**config.mk**
```make
export PLATFORM = sky130hd
export DESIGN_NAME = key_epoch_scheduler
export DESIGN_NICKNAME = d
export VERILOG_FILES = /design/src/rtl/key_sched_pkg.sv /design/src/rtl/tick_prescaler.sv /design/src/rtl/key_epoch_scheduler.sv
export SDC_FILE = /design/constraint.sdc
export NUM_CORES = 1
export LEC_CHECK = 0
export BUFFER_PORTS_ARGS = -buffer_cell sky130_fd_sc_hd__clkbuf_2
export CORE_MARGIN = 1.5
export CORE_UTILIZATION = 58
export DETAILED_ROUTE_END_ITERATION = 10
export PLACE_DENSITY = 0.79
export SKIP_CTS_REPAIR_TIMING = 1
export SYNTH_ARGS = -nofsm -noshare
export SYNTH_HDL_FRONTEND = slang
export SYNTH_HIERARCHICAL = 1
export SYNTH_SLANG_ARGS = --single-unit
```
**constraint.sdc**
```tcl
create_clock -name sys_clk -period 5.2 [get_ports sys_clk]
set_input_delay 0.78 -clock sys_clk [delete_from_list [all_inputs] [get_ports sys_clk]]
set_output_delay 0.78 -clock sys_clk [all_outputs]
set_load 0.05 [all_outputs]
```
**src/rtl/key_sched_pkg.sv**
```systemverilog
// -----------------------------------------------------------------------------
// key_sched_pkg
// Shared types and derived constants for the key-epoch scheduler.
//   state_e        : handshake FSM states (IDLE, REQ, WAIT_ACK)
//   SECS_W         : width of the seconds-remaining display value
//   DEF_*          : default timebase figures for the 1 MHz key fob build
//   REFRESH_DIV    : refresh prescaler modulus for the default timebase
//   refresh_div()  : refresh prescaler modulus for any timebase
//   cnt_w()        : counter width able to hold 0..modulus-1 (at least 1 bit)
// -----------------------------------------------------------------------------
package key_sched_pkg;

    typedef enum logic [1:0] {
        IDLE     = 2'd0,
        REQ      = 2'd1,
        WAIT_ACK = 2'd2
    } state_e;

    localparam int unsigned SECS_W          = 8;
    localparam int unsigned DEF_CLK_FREQ_HZ = 1_000_000;
    localparam int unsigned DEF_REFRESH_HZ  = 500;

    function automatic int unsigned refresh_div(input int unsigned clk_hz,
                                                input int unsigned refresh_hz);
        return clk_hz / refresh_hz;
    endfunction

    function automatic int unsigned cnt_w(input int unsigned modulus);
        return (modulus > 1) ? $clog2(modulus) : 1;
    endfunction

    localparam int unsigned REFRESH_DIV   = refresh_div(DEF_CLK_FREQ_HZ, DEF_REFRESH_HZ);
    localparam int unsigned REFRESH_CNT_W = cnt_w(REFRESH_DIV);
    localparam int unsigned SEC_CNT_W     = cnt_w(DEF_CLK_FREQ_HZ);

endpackage

```
**src/rtl/tick_prescaler.sv**
```systemverilog
// -----------------------------------------------------------------------------
// tick_prescaler
// Modulo-DIV cycle counter producing a registered single-cycle enable strobe.
// The strobe is high for exactly the one cycle after the counter passes its
// terminal count (DIV-1). Counting only advances while en=1; clr restarts the
// count from zero and suppresses any strobe.
// Ports:
//   sys_clk : system clock
//   rst_n   : asynchronous active-low reset
//   en      : count enable
//   clr     : synchronous restart (wins over en)
//   tick    : one-cycle strobe every DIV enabled cycles
// -----------------------------------------------------------------------------
module tick_prescaler
    import key_sched_pkg::*;
#(
    parameter int unsigned DIV = 2
) (
    input  logic sys_clk,
    input  logic rst_n,
    input  logic en,
    input  logic clr,
    output logic tick
);

    localparam int unsigned   CW   = cnt_w(DIV);
    localparam logic [CW-1:0] TERM = CW'(DIV - 1);

    logic [CW-1:0] cnt_q, cnt_d;
    logic          tick_q, tick_d;

    always_comb begin
        cnt_d  = cnt_q;
        tick_d = 1'b0;
        if (clr) begin
            cnt_d = '0;
        end else if (en) begin
            if (cnt_q == TERM) begin
                cnt_d  = '0;
                tick_d = 1'b1;
            end else begin
                cnt_d = cnt_q + 1'b1;
            end
        end
    end

    always_ff @(posedge sys_clk or negedge rst_n) begin
        if (!rst_n) begin
            cnt_q  <= '0;
            tick_q <= 1'b0;
        end else begin
            cnt_q  <= cnt_d;
            tick_q <= tick_d;
        end
    end

    assign tick = tick_q;

endmodule

```
**src/rtl/key_epoch_scheduler.sv**
```systemverilog
// -----------------------------------------------------------------------------
// key_epoch_scheduler
// Schedules key changes for the 2FA key fob. Two prescalers derive a display
// refresh strobe and a 1 s strobe (enables, not clocks). A seconds countdown
// fires a change event on expiry; each event is turned into a req/ack
// handshake with the key generator, and every acknowledged change advances
// key_epoch.
//
// Optional feature (macro KEY_ACK_TIMEOUT_EN):
//   defined   : a watchdog bounds WAIT_ACK to ACK_TIMEOUT cycles; on expiry
//               timeout_err sets (sticky), key_req drops for one cycle and the
//               request is retried; key_epoch is not advanced.
//   undefined : WAIT_ACK waits indefinitely and timeout_err is tied low.
//
// Ports:
//   sys_clk      in  system clock
//   rst_n        in  asynchronous active-low reset
//   enable       in  timebase run; low freezes prescalers and secs_left
//   resync       in  pulse: restart the period now and force a key change
//   refresh_tick out one-cycle strobe at REFRESH_HZ
//   sec_tick     out one-cycle strobe each second
//   key_req      out key-change request to the generator
//   key_ack      in  generator acknowledge, honoured only in WAIT_ACK
//   key_epoch    out count of completed key changes (wraps)
//   secs_left    out seconds until next key change, never 0
//   timeout_err  out sticky acknowledge-timeout flag
// -----------------------------------------------------------------------------
module key_epoch_scheduler
    import key_sched_pkg::*;
#(
    parameter int unsigned CLK_FREQ_HZ      = DEF_CLK_FREQ_HZ,
    parameter int unsigned REFRESH_HZ       = DEF_REFRESH_HZ,
    parameter int unsigned KEYCHANGE_PERIOD = 5,
    parameter int unsigned ACK_TIMEOUT      = 64,
    parameter int unsigned EPOCH_W          = 16
) (
    input  logic               sys_clk,
    input  logic               rst_n,
    input  logic               enable,
    input  logic               resync,
    output logic               refresh_tick,
    output logic               sec_tick,
    output logic               key_req,
    input  logic               key_ack,
    output logic [EPOCH_W-1:0] key_epoch,
    output logic [SECS_W-1:0]  secs_left,
    output logic               timeout_err
);

    localparam int unsigned       R_DIV  = refresh_div(CLK_FREQ_HZ, REFRESH_HZ);
    localparam logic [SECS_W-1:0] PERIOD = SECS_W'(KEYCHANGE_PERIOD);

    // Elaboration-time legality checks on the configuration.
    if ((CLK_FREQ_HZ % REFRESH_HZ) != 0 || R_DIV < 2) begin : g_bad_refresh
        $error("key_epoch_scheduler: CLK_FREQ_HZ/REFRESH_HZ must be an integer >= 2");
    end
    if (KEYCHANGE_PERIOD < 1 || KEYCHANGE_PERIOD > 255) begin : g_bad_period
        $error("key_epoch_scheduler: KEYCHANGE_PERIOD must be 1..255");
    end
    if (ACK_TIMEOUT < 1) begin : g_bad_timeout
        $error("key_epoch_scheduler: ACK_TIMEOUT must be >= 1");
    end

    // ------------------------------------------------------------------
    // Timebase
    // ------------------------------------------------------------------
    tick_prescaler #(
        .DIV (R_DIV)
    ) u_refresh (
        .sys_clk (sys_clk),
        .rst_n   (rst_n),
        .en      (enable),
        .clr     (resync),
        .tick    (refresh_tick)
    );

    tick_prescaler #(
        .DIV (CLK_FREQ_HZ)
    ) u_second (
        .sys_clk (sys_clk),
        .rst_n   (rst_n),
        .en      (enable),
        .clr     (resync),
        .tick    (sec_tick)
    );

    // ------------------------------------------------------------------
    // Seconds countdown and change-event generation
    // ------------------------------------------------------------------
    logic [SECS_W-1:0] secs_q, secs_d;
    logic              sec_step;
    logic              expire;
    logic              change_evt;

    // A strobe already on the wire when enable drops is not consumed.
    assign sec_step   = enable & sec_tick;
    assign expire     = sec_step & (secs_q == SECS_W'(1));
    // OR-merge: a resync coinciding with natural expiry is a single event.
    assign change_evt = resync | expire;

    always_comb begin
        secs_d = secs_q;
        if (resync) begin
            secs_d = PERIOD;
        end else if (sec_step) begin
            // Reload in the same cycle as the last second so 0 is never shown.
            secs_d = (secs_q == SECS_W'(1)) ? PERIOD : (secs_q - 1'b1);
        end
    end

    always_ff @(posedge sys_clk or negedge rst_n) begin
        if (!rst_n) begin
            secs_q <= PERIOD;
        end else begin
            secs_q <= secs_d;
        end
    end

    assign secs_left = secs_q;

    // ------------------------------------------------------------------
    // Optional acknowledge watchdog
    // ------------------------------------------------------------------
    state_e state_q, state_d;
    logic   wd_expired;

`ifdef KEY_ACK_TIMEOUT_EN
    localparam int unsigned   WD_W    = cnt_w(ACK_TIMEOUT);
    localparam logic [WD_W-1:0] WD_LAST = WD_W'(ACK_TIMEOUT - 1);

    logic [WD_W-1:0] wd_q, wd_d;
    logic            err_q, err_d;

    // wd_q counts completed WAIT_ACK cycles; it restarts on every entry.
    assign wd_expired = (state_q == WAIT_ACK) && !key_ack && (wd_q == WD_LAST);

    always_comb begin
        wd_d  = '0;
        err_d = err_q | wd_expired;
        if (state_q == WAIT_ACK && !wd_expired) begin
            wd_d = wd_q + 1'b1;
        end
    end

    always_ff @(posedge sys_clk or negedge rst_n) begin
        if (!rst_n) begin
            wd_q  <= '0;
            err_q <= 1'b0;
        end else begin
            wd_q  <= wd_d;
            err_q <= err_d;
        end
    end

    assign timeout_err = err_q;
`else
    assign wd_expired  = 1'b0;
    assign timeout_err = 1'b0;
`endif

    // ------------------------------------------------------------------
    // Request / acknowledge FSM
    // ------------------------------------------------------------------
    logic               pending_q, pending_d;
    logic               key_req_q, key_req_d;
    logic [EPOCH_W-1:0] epoch_q, epoch_d;

    always_comb begin
        state_d   = state_q;
        pending_d = pending_q;
        key_req_d = key_req_q;
        epoch_d   = epoch_q;
        unique case (state_q)
            IDLE: begin
                key_req_d = 1'b0;
                if (change_evt) begin
                    state_d   = REQ;
                    key_req_d = 1'b1;
                end
            end
            REQ: begin
                // After a retry or a queued request key_req is low here,
                // giving the generator a clean rising edge on WAIT_ACK entry.
                state_d   = WAIT_ACK;
                key_req_d = 1'b1;
                if (change_evt) begin
                    pending_d = 1'b1;
                end
            end
            WAIT_ACK: begin
                key_req_d = 1'b1;
                if (change_evt) begin
                    pending_d = 1'b1;
                end
                if (key_ack) begin
                    epoch_d   = epoch_q + 1'b1;
                    key_req_d = 1'b0;
                    // An event landing with the ack collapses into the queue.
                    if (pending_q || change_evt) begin
                        state_d   = REQ;
                        pending_d = 1'b0;
                    end else begin
                        state_d = IDLE;
                    end
                end else if (wd_expired) begin
                    state_d   = REQ;
                    key_req_d = 1'b0;
                end
            end
            default: begin
                state_d   = IDLE;
                key_req_d = 1'b0;
            end
        endcase
    end

    always_ff @(posedge sys_clk or negedge rst_n) begin
        if (!rst_n) begin
            state_q   <= IDLE;
            pending_q <= 1'b0;
            key_req_q <= 1'b0;
            epoch_q   <= '0;
        end else begin
            state_q   <= state_d;
            pending_q <= pending_d;
            key_req_q <= key_req_d;
            epoch_q   <= epoch_d;
        end
    end

    assign key_req   = key_req_q;
    assign key_epoch = epoch_q;

endmodule

```
-- Word-level counts from Yosys, hierarchy flattened
Cells that the tools add are included.
Widths: inputs -> output; s select.
- bits in registers: 61
- logic and storage cells: 56
- multiplexer cells: 26
- $add $sub $neg: 4
- bitwise gates (word level): 3
- equality and inequality tests: 7
- reduce and logical (&&, ||, !) cells: 7
- operators by type and width (kind ; count):
    $mux 20 ; 3
    $mux 11 ; 3
    $mux 8 ; 3
    $add 20x1->20 const B ; 1
    $eq 20x20->1 const B ; 1
    $add 16x1->16 const B ; 1
    $mux 1 ; 12
    $add 11x1->11 const B ; 1
    $eq 11x11->1 const B ; 1
    $eq 8x1->1 const B ; 1
    $sub 8x1->8 const B ; 1
    $pmux 2 s3 ; 1
    $reduce_bool 2->1 ; 3
    $mux 2 ; 2
    $ne 2x2->1 const B ; 2
    $reduce_and 2->1 ; 2
    $pmux 1 s3 ; 1
    $and 1x1->1 ; 2
    $eq 2x1->1 const B ; 1
    $eq 2x2->1 const B ; 1
    $logic_not 2->1 ; 1
    $pmux 1 s2 ; 1
    $logic_or 1x1->1 ; 1
    $or 1x1->1 ; 1

-- Logic depth before layout (Yosys ltp)
- depth in word-level cells: 7
- mapped depth: 6
- depth with buffers taken out: 6

-- Cells and area by module
The synthesis kept the hierarchy.
- modules (own cells, without submodules) (module ; cells an instance ; area an instance (um^2) ; instances):
    key_epoch_scheduler ; 131 ; 1415.1 ; 1
    tick_prescaler at u_second ; 124 ; 1167.4 ; 1
    tick_prescaler at u_refresh ; 65 ; 653.1 ; 1

-- Worst setup path before layout
Ideal clock, no wire load.
- kind: in2reg
- start: input port resync
- end: register u_second.cnt_q[15]
- arrival time: 1.798 ns
- slack: 3.328 ns
- data required time: 5.127 ns
- cell stages on the path: 4
- path through: nor2_1 > or2_2 > or4_4 > a21oi_2
- word-level cells in the longest chain between the ends: 1
- elaborated cells on any way between the ends: 2
- ends and longest elaborated chain (what ; line ; text):
    from (decl) ; key_epoch_scheduler.sv:40 ; input logic resync,
    $mux 20 / $reduce_bool 2->1 (equally long branches) ; -- ;
    to (signal assigned) ; tick_prescaler.sv:52 ; cnt_q <= cnt_d;
    to (decl) ; tick_prescaler.sv:29 ; logic [CW-1:0] cnt_q, cnt_d;
Several ways; a longest one is shown, not always the timed one.
A chain may end at the register's enable or synchronous reset.

-- Worst setup path after layout
- start: register u_second.cnt_q[11]
- end: register u_second.cnt_q[6]
- word-level cells in the longest chain between the ends: 4
- ends and longest elaborated chain (what ; line ; text):
    $eq 20x20->1 ; tick_prescaler.sv:38 ; if (cnt_q == TERM) begin
    $mux 20 ; tick_prescaler.sv:38 ;
    $mux 20 ; tick_prescaler.sv:37 ; end else if (en) begin
    $mux 20 ; tick_prescaler.sv:35 ; if (clr) begin
No other way between the ends. The select of a mux whose other input is x is not followed.

==> results_dict.tcl <==
set metrics [dict create \
    run_status "finished clean" \
    gr-total-overflow 0 \
    min_period_ns 2.44 \
    grt_setup_unrepaired "no" \
    clockBufferDepth 2 \
    syn-num-nets 335 \
    r2r_cells 4 \
    die_area_um2 6040 \
    ir_worst_vdd_mv 0.232 \
    io_pins 33 \
    finalSetupViolations 0 \
    gp_congestion 0.830 \
    synth_commonest_cells "dfrtp_1, nor2_1, xnor2_1" \
    min_path_type "register to register" \
    critPathLaunchType "register" \
    routed_wirelength_um 6660 \
    area_growth_pct 13.6 \
    power_mw 1.22 \
    dp_cells 417 \
    worstSetupPathType "register to register" \
    setup_slack_ns 2.76 \
    antenna_found_initial 0 \
    syn_area_um2 3240 \
    yosysMostFrequentCell "dfrtp_1" \
    viasPerCell 5.94 \
    worstPathArrival_ns 2.62 \
    layout-drive-gt1-share_pct 17.2 \
    drv_cap 0 \
    worst-path-max-fanout 14 \
    grt_start_max_net_pins 62 \
    synth_area_leader_cell "dfrtp_1" \
    wl_per_cell_um 15.4 \
    hpwl_um 4320 \
    htree_levels 3 \
    min_delay_path_depth 1 \
    cp.required_ns 5.38 \
    syn_area_per_cell_um2 10.1 \
    core_um2 5440 \
    r2r-start "u_second/cnt_q[11]" \
    skew_ns 0.00887 \
    synth.ff_latch_count 61 \
    drv_slew 0 \
    slew_headroom_pct 25.6 \
    reg2reg_setup_slack_ns 2.76 \
    clock.fmax_mhz 410 \
    ys_types 57 \
    die_y_um 77.7 \
    start_util_pct 59.5 \
    ant_nets 0 \
    cp-end-kind "register" \
    synthArstFlopShare_pct 100 \
    layout.cells.non_filler 433 \
    clkSinkCount 61 \
    cellPowerDensity_nw_per_um2 332 \
    first_pass_iters 4 \
    reg2reg_to "u_second/cnt_q[6]" \
    fin_crit_sh_pct 46.9 \
    synth_edf_count 0 \
    synth_area_leaders "dfrtp_1, xnor2_1, xor2_1" \
    root_buffer "clkbuf_8" \
    via_count 2574 \
    finalNetCount 371 \
    die_x_um 77.7 \
    clkLatencyLatePin_ns 0.34 \
    finalInstanceArea_um2 3680 \
    drc 0 \
    cts_buffers 9 \
    grt_pass1_vias 2412 \
    worst_hold_startpoint "key_epoch[15]" \
    tns_ns 0 \
    place.port_buffers 31 \
    clkTransAtPathRegs_ns 0.07 \
    syn_inst 320 \
    antenna_cells 0 \
    cts_tree "done" \
    yosys_warnings 6 \
    drtIter0Drc 181 \
    min_to "key_epoch[15]" \
    detailedPlace.worstSlack_ns 2.56 \
    synth.top_cell.area_share_pct 45.6 \
    hold_viol 0 \
    dpl_cell_area_um2 3450 \
    tightest_slew_ns 1.11 \
    rows 27 \
    ys_seq_area_share_pct 47.3 \
    ys.flop_type "dfrtp_1" \
    p_leak_nw 1.61 \
    gr-usage-all-layers_pct 23.6 \
    grt_pass1_wl_um 11200 \
]
## power by group
part	internal, mW	total, mW	switching (mW)
sequential	0.505	0.537	0.0326
combinational	0.0639	0.208	0.144
clock	0.282	0.476	0.194
total	0.851	1.22	0.371
## cell families (layout without fill, tap and decap cells)
logic type | after synthesis | after routing | share of synthesized area, %
fa+ha+maj | 10 | 10 | 3.87
other cells | 1 | 1 | 0.116
simple gates | 149 | 149 | 27.2
mux | 2 | 2 | 0.657
flops | 61 | 61 | 47.3
buf+inv | 19 | 60 | 2.51
xor+xnor | 36 | 36 | 9.75
compound gates | 42 | 42 | 8.66
## state kept, by name, summed over array words and instances (netlist names), 2 cells and up
register,count
state_q,2
u_refresh/cnt_q,11
key_epoch,16
u_second/cnt_q,20
secs_left,8
## layout make-up
| type | count | area [um^2] |
|---|---|---|
| Clock buffer | 10 | 138 |
| Fill cell | 420 | 1760 |
| Tap cell | 72 | 90.1 |
| Timing Repair Buffer | 32 | 163 |
| Multi-Input combinational cell | 240 | 1630 |
| Sequential cell | 61 | 1530 |
| Inverter | 12 | 45.0 |
| Clock inverter | 6 | 86.3 |
## metrics by stage
step	hold slack, ns	util, %
finish	0.477	67.6
global route	0.519	67.6
CTS	0.484	67.6
detailed placement	0.470	63.5
global placement	0.462	63.5
floorplan	0.484	-
## per-layer routing
metal	GRT usage, %	wire [um]	up-vias
met5	0	0	-
met4	13.3	142	0
met1	31.1	2990	1258
li1	-	-	1229
met2	37.0	3250	75
met3	3.65	280	12
## layout by cell type (no fill, tap or decap), drive strengths merged, types with 4 or more instances in the layout
cell type / n
a21oi: 17
a31oi: 4
and4: 4
clkbuf: 41
dfrtp: 59
ha: 10
inv: 12
nand2: 19
nand2b: 7
nand3: 16
nand3b: 4
nand4: 18
nor2: 33
nor2b: 4
nor3: 8
nor4: 6
o21ai: 4
o31ai: 4
or4: 7
xnor2: 21
xor2: 15
## how the worst max path moves through the flow
stage | start | to | cells past startpoint | slack, ns
floorplan | resync | u_second/cnt_q[15] | 4 | 3.33
global placement | enable | u_second/cnt_q[3] | 4 | 2.65
detailed placement | enable | u_second/cnt_q[2] | 4 | 2.56
CTS | u_second/cnt_q[11] | u_second/cnt_q[2] | 4 | 2.81
global route | u_second/cnt_q[5] | u_second/cnt_q[6] | 4 | 2.61
finish | u_second/cnt_q[11] | u_second/cnt_q[6] | 4 | 2.76
## critical path: stages, from the launching register on
cell,delay (ns)
dfrtp_1,0.45
nor4_1,0.42
nand4_1,0.32
o21bai_1,0.96
nor2_1,0.13
No activity file was read; power rests on OpenSTA's default activity.
